===== src/rtl/fetch_sequencer.sv =====
// Fetch-stage sequencer: owns the PC, keeps one imem read in flight, presents to decode via valid/ready.
// Build option FETCH_PERF_EN adds the perf_fetched / perf_redirects counters.
module fetch_sequencer #(
    parameter logic [31:0] RESET_PC = 32'h0000_0000
) (
    input  logic        clk,
    input  logic        reset,
    input  logic        redirect_valid,
    input  logic [31:0] redirect_pc,
    output logic        imem_req,
    output logic [31:0] imem_addr,
    input  logic        imem_ack,
    input  logic [31:0] imem_rdata,
    output logic        if_valid,
    output logic [31:0] if_pc,
    output logic [31:0] if_instr,
    input  logic        if_ready
`ifdef FETCH_PERF_EN
    ,
    output logic [31:0] perf_fetched,
    output logic [31:0] perf_redirects
`endif
);

    localparam logic [1:0] IDLE    = 2'd0;
    localparam logic [1:0] FETCH   = 2'd1;
    localparam logic [1:0] DISCARD = 2'd2;
    localparam logic [1:0] HOLD    = 2'd3;

    logic [1:0]  state;
    logic [31:0] pc_q;
    logic [31:0] redirect_tgt;

    assign redirect_tgt = redirect_pc & 32'hFFFF_FFFC;

    always_ff @(posedge clk) begin
        if (reset) begin
            state     <= IDLE;
            pc_q      <= RESET_PC;
            imem_req  <= 1'b0;
            imem_addr <= RESET_PC;
            if_valid  <= 1'b0;
            if_pc     <= '0;
            if_instr  <= '0;
        end else begin
            case (state)
                IDLE: begin
                    state     <= FETCH;
                    imem_req  <= 1'b1;
                    imem_addr <= pc_q;
                end
                FETCH: begin
                    if (imem_ack && !redirect_valid) begin
                        if_instr <= imem_rdata;
                        if_pc    <= pc_q;
                        if_valid <= 1'b1;
                        pc_q     <= pc_q + 32'd4;
                        imem_req <= 1'b0;
                        state    <= HOLD;
                    end else if (imem_ack) begin
                        // Response completes together with the redirect: reissue at the target.
                        pc_q      <= redirect_tgt;
                        imem_addr <= redirect_tgt;
                    end else if (redirect_valid) begin
                        pc_q  <= redirect_tgt;
                        state <= DISCARD;
                    end
                end
                DISCARD: begin
                    if (redirect_valid)
                        pc_q <= redirect_tgt;
                    if (imem_ack) begin
                        imem_addr <= redirect_valid ? redirect_tgt : pc_q;
                        state     <= FETCH;
                    end
                end
                HOLD: begin
                    if (redirect_valid) begin
                        if_valid  <= 1'b0;
                        pc_q      <= redirect_tgt;
                        imem_req  <= 1'b1;
                        imem_addr <= redirect_tgt;
                        state     <= FETCH;
                    end else if (if_ready) begin
                        if_valid  <= 1'b0;
                        imem_req  <= 1'b1;
                        imem_addr <= pc_q;
                        state     <= FETCH;
                    end
                end
            endcase
        end
    end

`ifdef FETCH_PERF_EN
    always_ff @(posedge clk) begin
        if (reset) begin
            perf_fetched   <= '0;
            perf_redirects <= '0;
        end else begin
            if (state == HOLD && if_ready && !redirect_valid)
                perf_fetched <= perf_fetched + 32'd1;
            if (state != IDLE && redirect_valid)
                perf_redirects <= perf_redirects + 32'd1;
        end
    end
`endif

endmodule


===== config.mk =====
export PLATFORM = sky130hd
export DESIGN_NAME = fetch_sequencer
export DESIGN_NICKNAME = d
export VERILOG_FILES = /design/src/rtl/fetch_sequencer.sv
export SDC_FILE = /design/constraint.sdc
export NUM_CORES = 1
export LEC_CHECK = 0
export CAP_MARGIN = 10
export CORE_ASPECT_RATIO = 0.9
export CORE_UTILIZATION = 44
export DETAILED_ROUTE_END_ITERATION = 8
export PLACE_DENSITY_LB_ADDON = 0.12
export SYNTH_ARGS = -nofsm -noshare
export SYNTH_HDL_FRONTEND = slang
export SYNTH_SLANG_ARGS = --single-unit

===== constraint.sdc =====
create_clock -name clk -period 2.25 [get_ports clk]
set_clock_uncertainty 0.2 [all_clocks]
set_input_delay 0.5625 -clock clk [delete_from_list [all_inputs] [get_ports clk]]
set_output_delay 0.5625 -clock clk [all_outputs]
set_load 0.02 [all_outputs]

==> flow_metrics.env, run 1 <==
export IMPL_fill_cells=1091
export IMPL_grt_pass1_vias=5921
export IMPL_met1_length_mm=8.57
export IMPL_start_kind="flip-flop"
export IMPL_hold_end="if_valid"
export IMPL_vias=6224
export IMPL_synthSimpleGateAreaFrac_pct=23.6
export IMPL_placed_area_um2=8310
export IMPL_slew_headroom_pct=65.1
export IMPL_critPathMaxStageDelay_ps=630
export IMPL_critPathBufInv=1
export IMPL_detailedPlace_worstSlack_ps=-405
export IMPL_finalCritPeriodShare_pct=96.6
export IMPL_antenna_cells=0
export IMPL_drive_gt1_share_pct=16.2
export IMPL_ys_warn_count=0
export IMPL_fin_util_pct=66.8
export IMPL_overflow=0
export IMPL_drv_slew=0
export IMPL_hold_path_depth=2
export IMPL_synthMuxAreaShare_pct=1.97
export IMPL_core_area_um2=13400
export IMPL_worst_pin_slew_ps=521
export IMPL_yosysMostFrequentCell="nand2_1"
export IMPL_vdd_drop_max_uv=582
export IMPL_cts_made_buffers=17
export IMPL_r2r_slack_ps=90
export IMPL_ys_seq_area_share_pct=43.4
export IMPL_worst_r2r_cell_count=6
export IMPL_multi_input_area_um2=3160
export IMPL_start_util_pct=45.4
export IMPL_rsz0062_at_grt="false"
export IMPL_synth_xor_area_share_pct=0.144
export IMPL_regArea_um2=2640
export IMPL_syn2layout_area_growth_pct=47.3
export IMPL_synth_top_family_by_area="compound AO/OA/AOI/OAI gates"
export IMPL_fmax_ghz=0.460
export IMPL_std_cell_rows=40
export IMPL_cp_depth=1
export IMPL_drt_wl_total_mm=19.3
export IMPL_io_pins=167
export IMPL_cts_setup_buffers=0
export IMPL_htreeDepth=4
export IMPL_place_congestion=0.908
export IMPL_ys_seq_elements=132
export IMPL_hp_class="primary input to flip-flop"
export IMPL_clk_latency_ps=420
export IMPL_clock_path_buffers=2
export IMPL_drt_initial_drc_count=496
export IMPL_hpwl_mm=13.8
export IMPL_design_area_um2=8960
export IMPL_end_kind="primary output"
export IMPL_path_delay_family="buffers and inverters"
export IMPL_synth_avg_cell_area_um2=8.21
export IMPL_dp_cells=1077
export IMPL_worstPathMaxFanout=2
export IMPL_drtPass1Iterations=5
export IMPL_cts_tree="done"
export IMPL_reg2reg_to="pc_q[20]"
export IMPL_routedWlPerCell_um=17.5
export IMPL_grt_start_max_net_pins=61
export IMPL_slowest_stage="clkdlybuf4s50_1"
export IMPL_syn_nets=815
export IMPL_synth_cell_types=57
export IMPL_synth_compound_area_share_pct=23.9
export IMPL_total_leakage_power_nw=3.21
export IMPL_cp_required_ps=1490
export IMPL_clk_pin_slew_worst_paths_ps=60
export IMPL_port_buffers=164
export IMPL_maxCapViolations=0
export IMPL_drc=0
export IMPL_synth_fa_ha_area_share_pct=1.03
export IMPL_syn_area_um2=6090
export IMPL_holdWs_ps=253
export IMPL_r2r_start="state[0]"
export IMPL_die_y_um=114
export IMPL_ant_nets=0
export IMPL_wl_met3_mm=1.20
export IMPL_grt_first_pass_wirelength_mm=30.8
export IMPL_period_minus_slack_ps=2170
export IMPL_arrival_ps=1410
export IMPL_ys_flop_type="dfxtp_1"
export IMPL_synth_top_area_share_pct=43.4
export IMPL_fin_nets=1002
export IMPL_status="completed"
export IMPL_dieArea_um2=14300
export IMPL_path_cells="clkdlybuf4s50_1"
export IMPL_synthTopCellsByArea="dfxtp_1 43%, nand2_1 9.3%, a21oi_1 7.4%"
export IMPL_root_buffer="clkbuf_16"
export IMPL_post_drt_via_cell_ratio=5.62
export IMPL_die_w_um=126
export IMPL_cts_sinks=132
export IMPL_dr_wl_met2_mm=9.20
export IMPL_grt_total_usage_pct=27.4
export IMPL_setup_violations=0
export IMPL_synthArstFlopShare_pct=0
export IMPL_worst_slack_ps=76.4
export IMPL_routed_top_layer="met4"
export IMPL_layout_cells_non_filler=1108
export IMPL_worstHoldStart="reset"
export IMPL_power_density_nw_per_um2=825
export IMPL_crit_type="flip-flop to primary output"
export IMPL_yosys_top_cells_count="151 x nand2_1, 132 x dfxtp_1, 90 x a21oi_1"
export IMPL_yosysTopAreaCell="dfxtp_1"
export IMPL_grt_antenna_before_repair=0
export IMPL_synth_edf_count=0
export IMPL_finalHoldViolCount=0
export IMPL_syn_instance_count=741
final cells by class:
class | count | share of cell area, %
Clock buffer | 22 | 5.07
Clock inverter | 9 | 1.72
Inverter | 12 | 0.503
Multi-Input combinational cell | 529 | 35.2
Tap cell | 168 | 2.35
Sequential cell | 132 | 29.5
Timing Repair Buffer | 236 | 25.7
power breakdown:
group          total, W  leakage, nW  internal (W)  switching (W)
registers       0.00266         1.08       0.00252       0.000143
logic           0.00186         1.84      0.000860       0.000999
clock network   0.00287        0.290       0.00187       0.000999
what timing repair did:
action | in CTS | in global routing
gates resized for setup | 1 | 8
endpoints found under the setup margin | 16 | 26
hold endpoints to repair | 0 | 0
hold buffers | 0 | 0
placed cells by master (no fill, tap or decap), types with 2 or more instances in the layout:
master           count
clkbuf_16           17
clkbuf_1             4
o21ai_0             10
a211oi_1             3
clkdlybuf4s50_1    162
nor4_2               2
buf_4               62
ha_1                 3
buf_12               9
nor3_1              47
a22oi_1             19
dfxtp_1            132
o22ai_1             20
nand4_2              2
a21oi_4              2
inv_1               11
o21a_1               3
and2_1               4
nand2b_1             3
mux2i_1             12
buf_6                2
nand4_1              7
clkinv_2             2
nor2b_1              2
a22o_1               3
bufinv_16            4
nor4_1               4
clkinvlp_4           2
nor2_1              60
nor3_2               2
a21oi_1             89
and3_1               7
a221oi_2            30
o31a_1               2
nand3_1             11
nand2_1            151
o32ai_1              2
registers in the layout (all words and copies together) (netlist names):
signal     cells
imem_addr     32
pc_q          32
if_valid       1
imem_req       1
state          2
if_pc         32
if_instr      32
through the flow:
step	setup TNS (ps)	total power, W
global placement	-13860	0.00448
CTS	0	0.00741
floorplan	0	0.00368
finish	0	0.00739
detailed placement	-19020	0.00453
global route	0	0.00767
logic make-up after synthesis:
kind of cell | Yosys count
XOR/XNOR | 1
multiplexers | 12
AND/OR/NAND/NOR | 316
flip-flops | 132
adder cells (fa/ha/maj) | 5
buffers and inverters | 80
AO/OA/AOI/OAI | 195
per-layer routing:
metal	vias to the layer above	global-route usage [%]
met2	247	44.5
li1	3002	-
met4	0	11.6
met3	26	5.11
met5	-	0
met1	2949	35.8
how the worst max path moves through the flow:
stage	startpoint	to	slack, ps
finish	imem_addr[21]	imem_addr[21]	80
global route	redirect_valid	pc_q[18]	9
CTS	state[0]	imem_addr[22]	20
detailed placement	imem_ack	pc_q[31]	-410
global placement	imem_ack	pc_q[20]	-360
floorplan	state[0]	pc_q[20]	160
No activity file was read; power rests on OpenSTA's default activity.
==> run 2: changes to the inputs <==
--- a/config.mk
+++ b/config.mk
@@ -7,7 +7,7 @@
 export LEC_CHECK = 0
 export CAP_MARGIN = 10
 export CORE_ASPECT_RATIO = 0.9
-export CORE_UTILIZATION = 44
+export CORE_UTILIZATION = 40
 export DETAILED_ROUTE_END_ITERATION = 8
 export PLACE_DENSITY_LB_ADDON = 0.12
 export SYNTH_ARGS = -nofsm -noshare
==> run 2 against run 1 <==
Largest cell class unchanged. Core utilization decreased by 5.2 points. Wire length decreased by 0.35%. Count of clock-buffer cells in the layout decreased by 2. Global-route usage decreased by 2.6 points. Register-to-register slack got worse by 30 ps. Combinational power about the same. Final cell count increased by 3.1%.
==> flow_metrics.env, run 2 (synthesized netlist as in run 1, its figures left out) <==
export IMPL_status="completed"
export IMPL_routedWlPerCell_um=16.9
export IMPL_pwr_share_comb_pct=24.4
export IMPL_hold_path_depth=2
export IMPL_end_kind="primary output"
export IMPL_cts_sinks=132
export IMPL_finalCritPeriodShare_pct=98.4
export IMPL_layout_cells_non_filler=1142
export IMPL_grt_total_usage_pct=24.7
export IMPL_worst_r2r_cell_count=8
export IMPL_reg2reg_to="imem_addr[1]"
export IMPL_tns_ps=0
export IMPL_fill_cells=1278
export IMPL_clock_power_share_pct=40.3
export IMPL_critPathMaxStageDelay_ps=630
export IMPL_mostFrequentLayoutCells="161 x clkdlybuf4s50_1, 151 x nand2_1, 131 x dfxtp_1, 89 x a21oi_1, 66 x buf_4"
export IMPL_critPathBufInv=1
export IMPL_post_drt_via_cell_ratio=5.60
export IMPL_p_switching_w=0.00217
export IMPL_crit_type="flip-flop to primary output"
export IMPL_die_y_um=119
export IMPL_maxCapViolations=0
export IMPL_ant_nets=0
export IMPL_setup_violations=0
export IMPL_period_minus_slack_ps=2210
export IMPL_overflow=0
export IMPL_slowest_stage="clkdlybuf4s50_1"
export IMPL_hold_end="if_pc[1]"
export IMPL_drive_gt1_share_pct=17.5
export IMPL_total_leakage_power_nw=3.26
export IMPL_worst_pin_slew_ps=599
export IMPL_port_buffers=164
export IMPL_core_area_um2=14800
export IMPL_pwr_share_seq_pct=35.3
export IMPL_p_int_w=0.00541
export IMPL_hpwl_mm=13.9
export IMPL_cts_hold_fix_buffers=0
export IMPL_dieArea_um2=15700
export IMPL_fin_nets=1005
export IMPL_vias=6390
export IMPL_multi_input_area_um2=3180
export IMPL_drt_initial_drc_count=423
export IMPL_drtPass1Iterations=5
export IMPL_rsz0062_at_grt="true"
export IMPL_vdd_drop_max_uv=531
export IMPL_htreeDepth=4
export IMPL_path_cells="clkdlybuf4s50_1"
export IMPL_antenna_cells=0
export IMPL_power_density_nw_per_um2=834
export IMPL_drv_slew=0
export IMPL_cp_depth=1
export IMPL_start_util_pct=41.2
export IMPL_slew_headroom_pct=60.1
export IMPL_worstPathMaxFanout=2
export IMPL_worstHoldStart="if_pc[1]"
export IMPL_start_kind="flip-flop"
export IMPL_drc=0
export IMPL_finalHoldViolCount=0
export IMPL_cp_required_ps=1490
export IMPL_cts_tree="done"
export IMPL_hp_class="flip-flop to flip-flop"
export IMPL_fmax_ghz=0.451
export IMPL_layout_commonest_cell="clkdlybuf4s50_1"
export IMPL_clk_latency_ps=420
export IMPL_dp_cells=1103
export IMPL_syn2layout_area_growth_pct=49.4
export IMPL_grt_start_max_net_pins=65
export IMPL_cts_made_buffers=17
export IMPL_arrival_ps=1450
export IMPL_drt_wl_total_mm=19.3
export IMPL_die_w_um=132
export IMPL_root_buffer="clkbuf_16"
export IMPL_grt_antenna_before_repair=0
export IMPL_std_cell_rows=42
export IMPL_r2r_start="state[1]"
export IMPL_grt_pass1_vias=6030
export IMPL_regArea_um2=2640
export IMPL_place_congestion=0.904
export IMPL_grt_first_pass_wirelength_mm=30.9
export IMPL_clk_pin_slew_worst_paths_ps=60
export IMPL_io_pins=167
export IMPL_path_delay_family="buffers and inverters"
export IMPL_clock_path_buffers=2
export IMPL_r2r_slack_ps=60
export IMPL_swShare_pct=28.6
run 2: per-stage QoR:
stage	cell area, um^2	utilization [%]	total power, W	worst slack (ps)	hold slack [ps]
after floorplan	6090	-	0.00368	160	240
after global placement	8280	56.1	0.00445	-347	241
after detailed placement	8280	56.1	0.00449	-431	246
after CTS	8950	60.6	0.00756	10.9	227
after global routing	9090	61.6	0.00789	-44.7	255
final	9090	61.6	0.00758	35.1	254
run 2: how the worst max path moves through the flow:
| stage | start | end | slack (ps) |
|---|---|---|---|
| 5_1_grt | pc_q[12] | pc_q[26] | -40 |
| 3_3_place_gp | redirect_valid | imem_addr[1] | -350 |
| 4_1_cts | redirect_valid | pc_q[31] | 10 |
| 6_report | imem_addr[30] | imem_addr[30] | 40 |
| 2_1_floorplan | state[0] | pc_q[20] | 160 |
| 3_5_place_dp | redirect_valid | pc_q[16] | -430 |
run 2: final cells by class:
type | instances | area share (%)
clock buffers | 20 | 5.02
clock inverters | 12 | 2.22
inverters | 12 | 0.495
multi-input cells | 529 | 35.0
flip-flops and latches | 132 | 29.1
well taps | 198 | 2.72
repair buffers | 239 | 25.5
run 2: metal layers:
layer,GRT usage (%),wire [um]
met5,0,0
met3,5.58,1410
met2,41.7,9310
met4,7.85,416
met1,31.2,8140
run 2: repair_timing:
| action | CTS | global route |
|---|---|---|
| setup endpoints to repair | 5 | 23 |
| resized for setup | 2 | 19 |
| setup buffers | 0 | 7 |
| pin swaps | 1 | 5 |
run 2: power by group through the flow:
stage	clock network [W]	registers [W]	logic, W
6_report	0.00306	0.00268	0.00185
5_1_grt	0.00321	0.00270	0.00198
4_1_cts	0.00310	0.00267	0.00178
3_5_place_dp	0	0.00272	0.00177
3_3_place_gp	0	0.00271	0.00174
2_1_floorplan	0	0.00282	0.000858
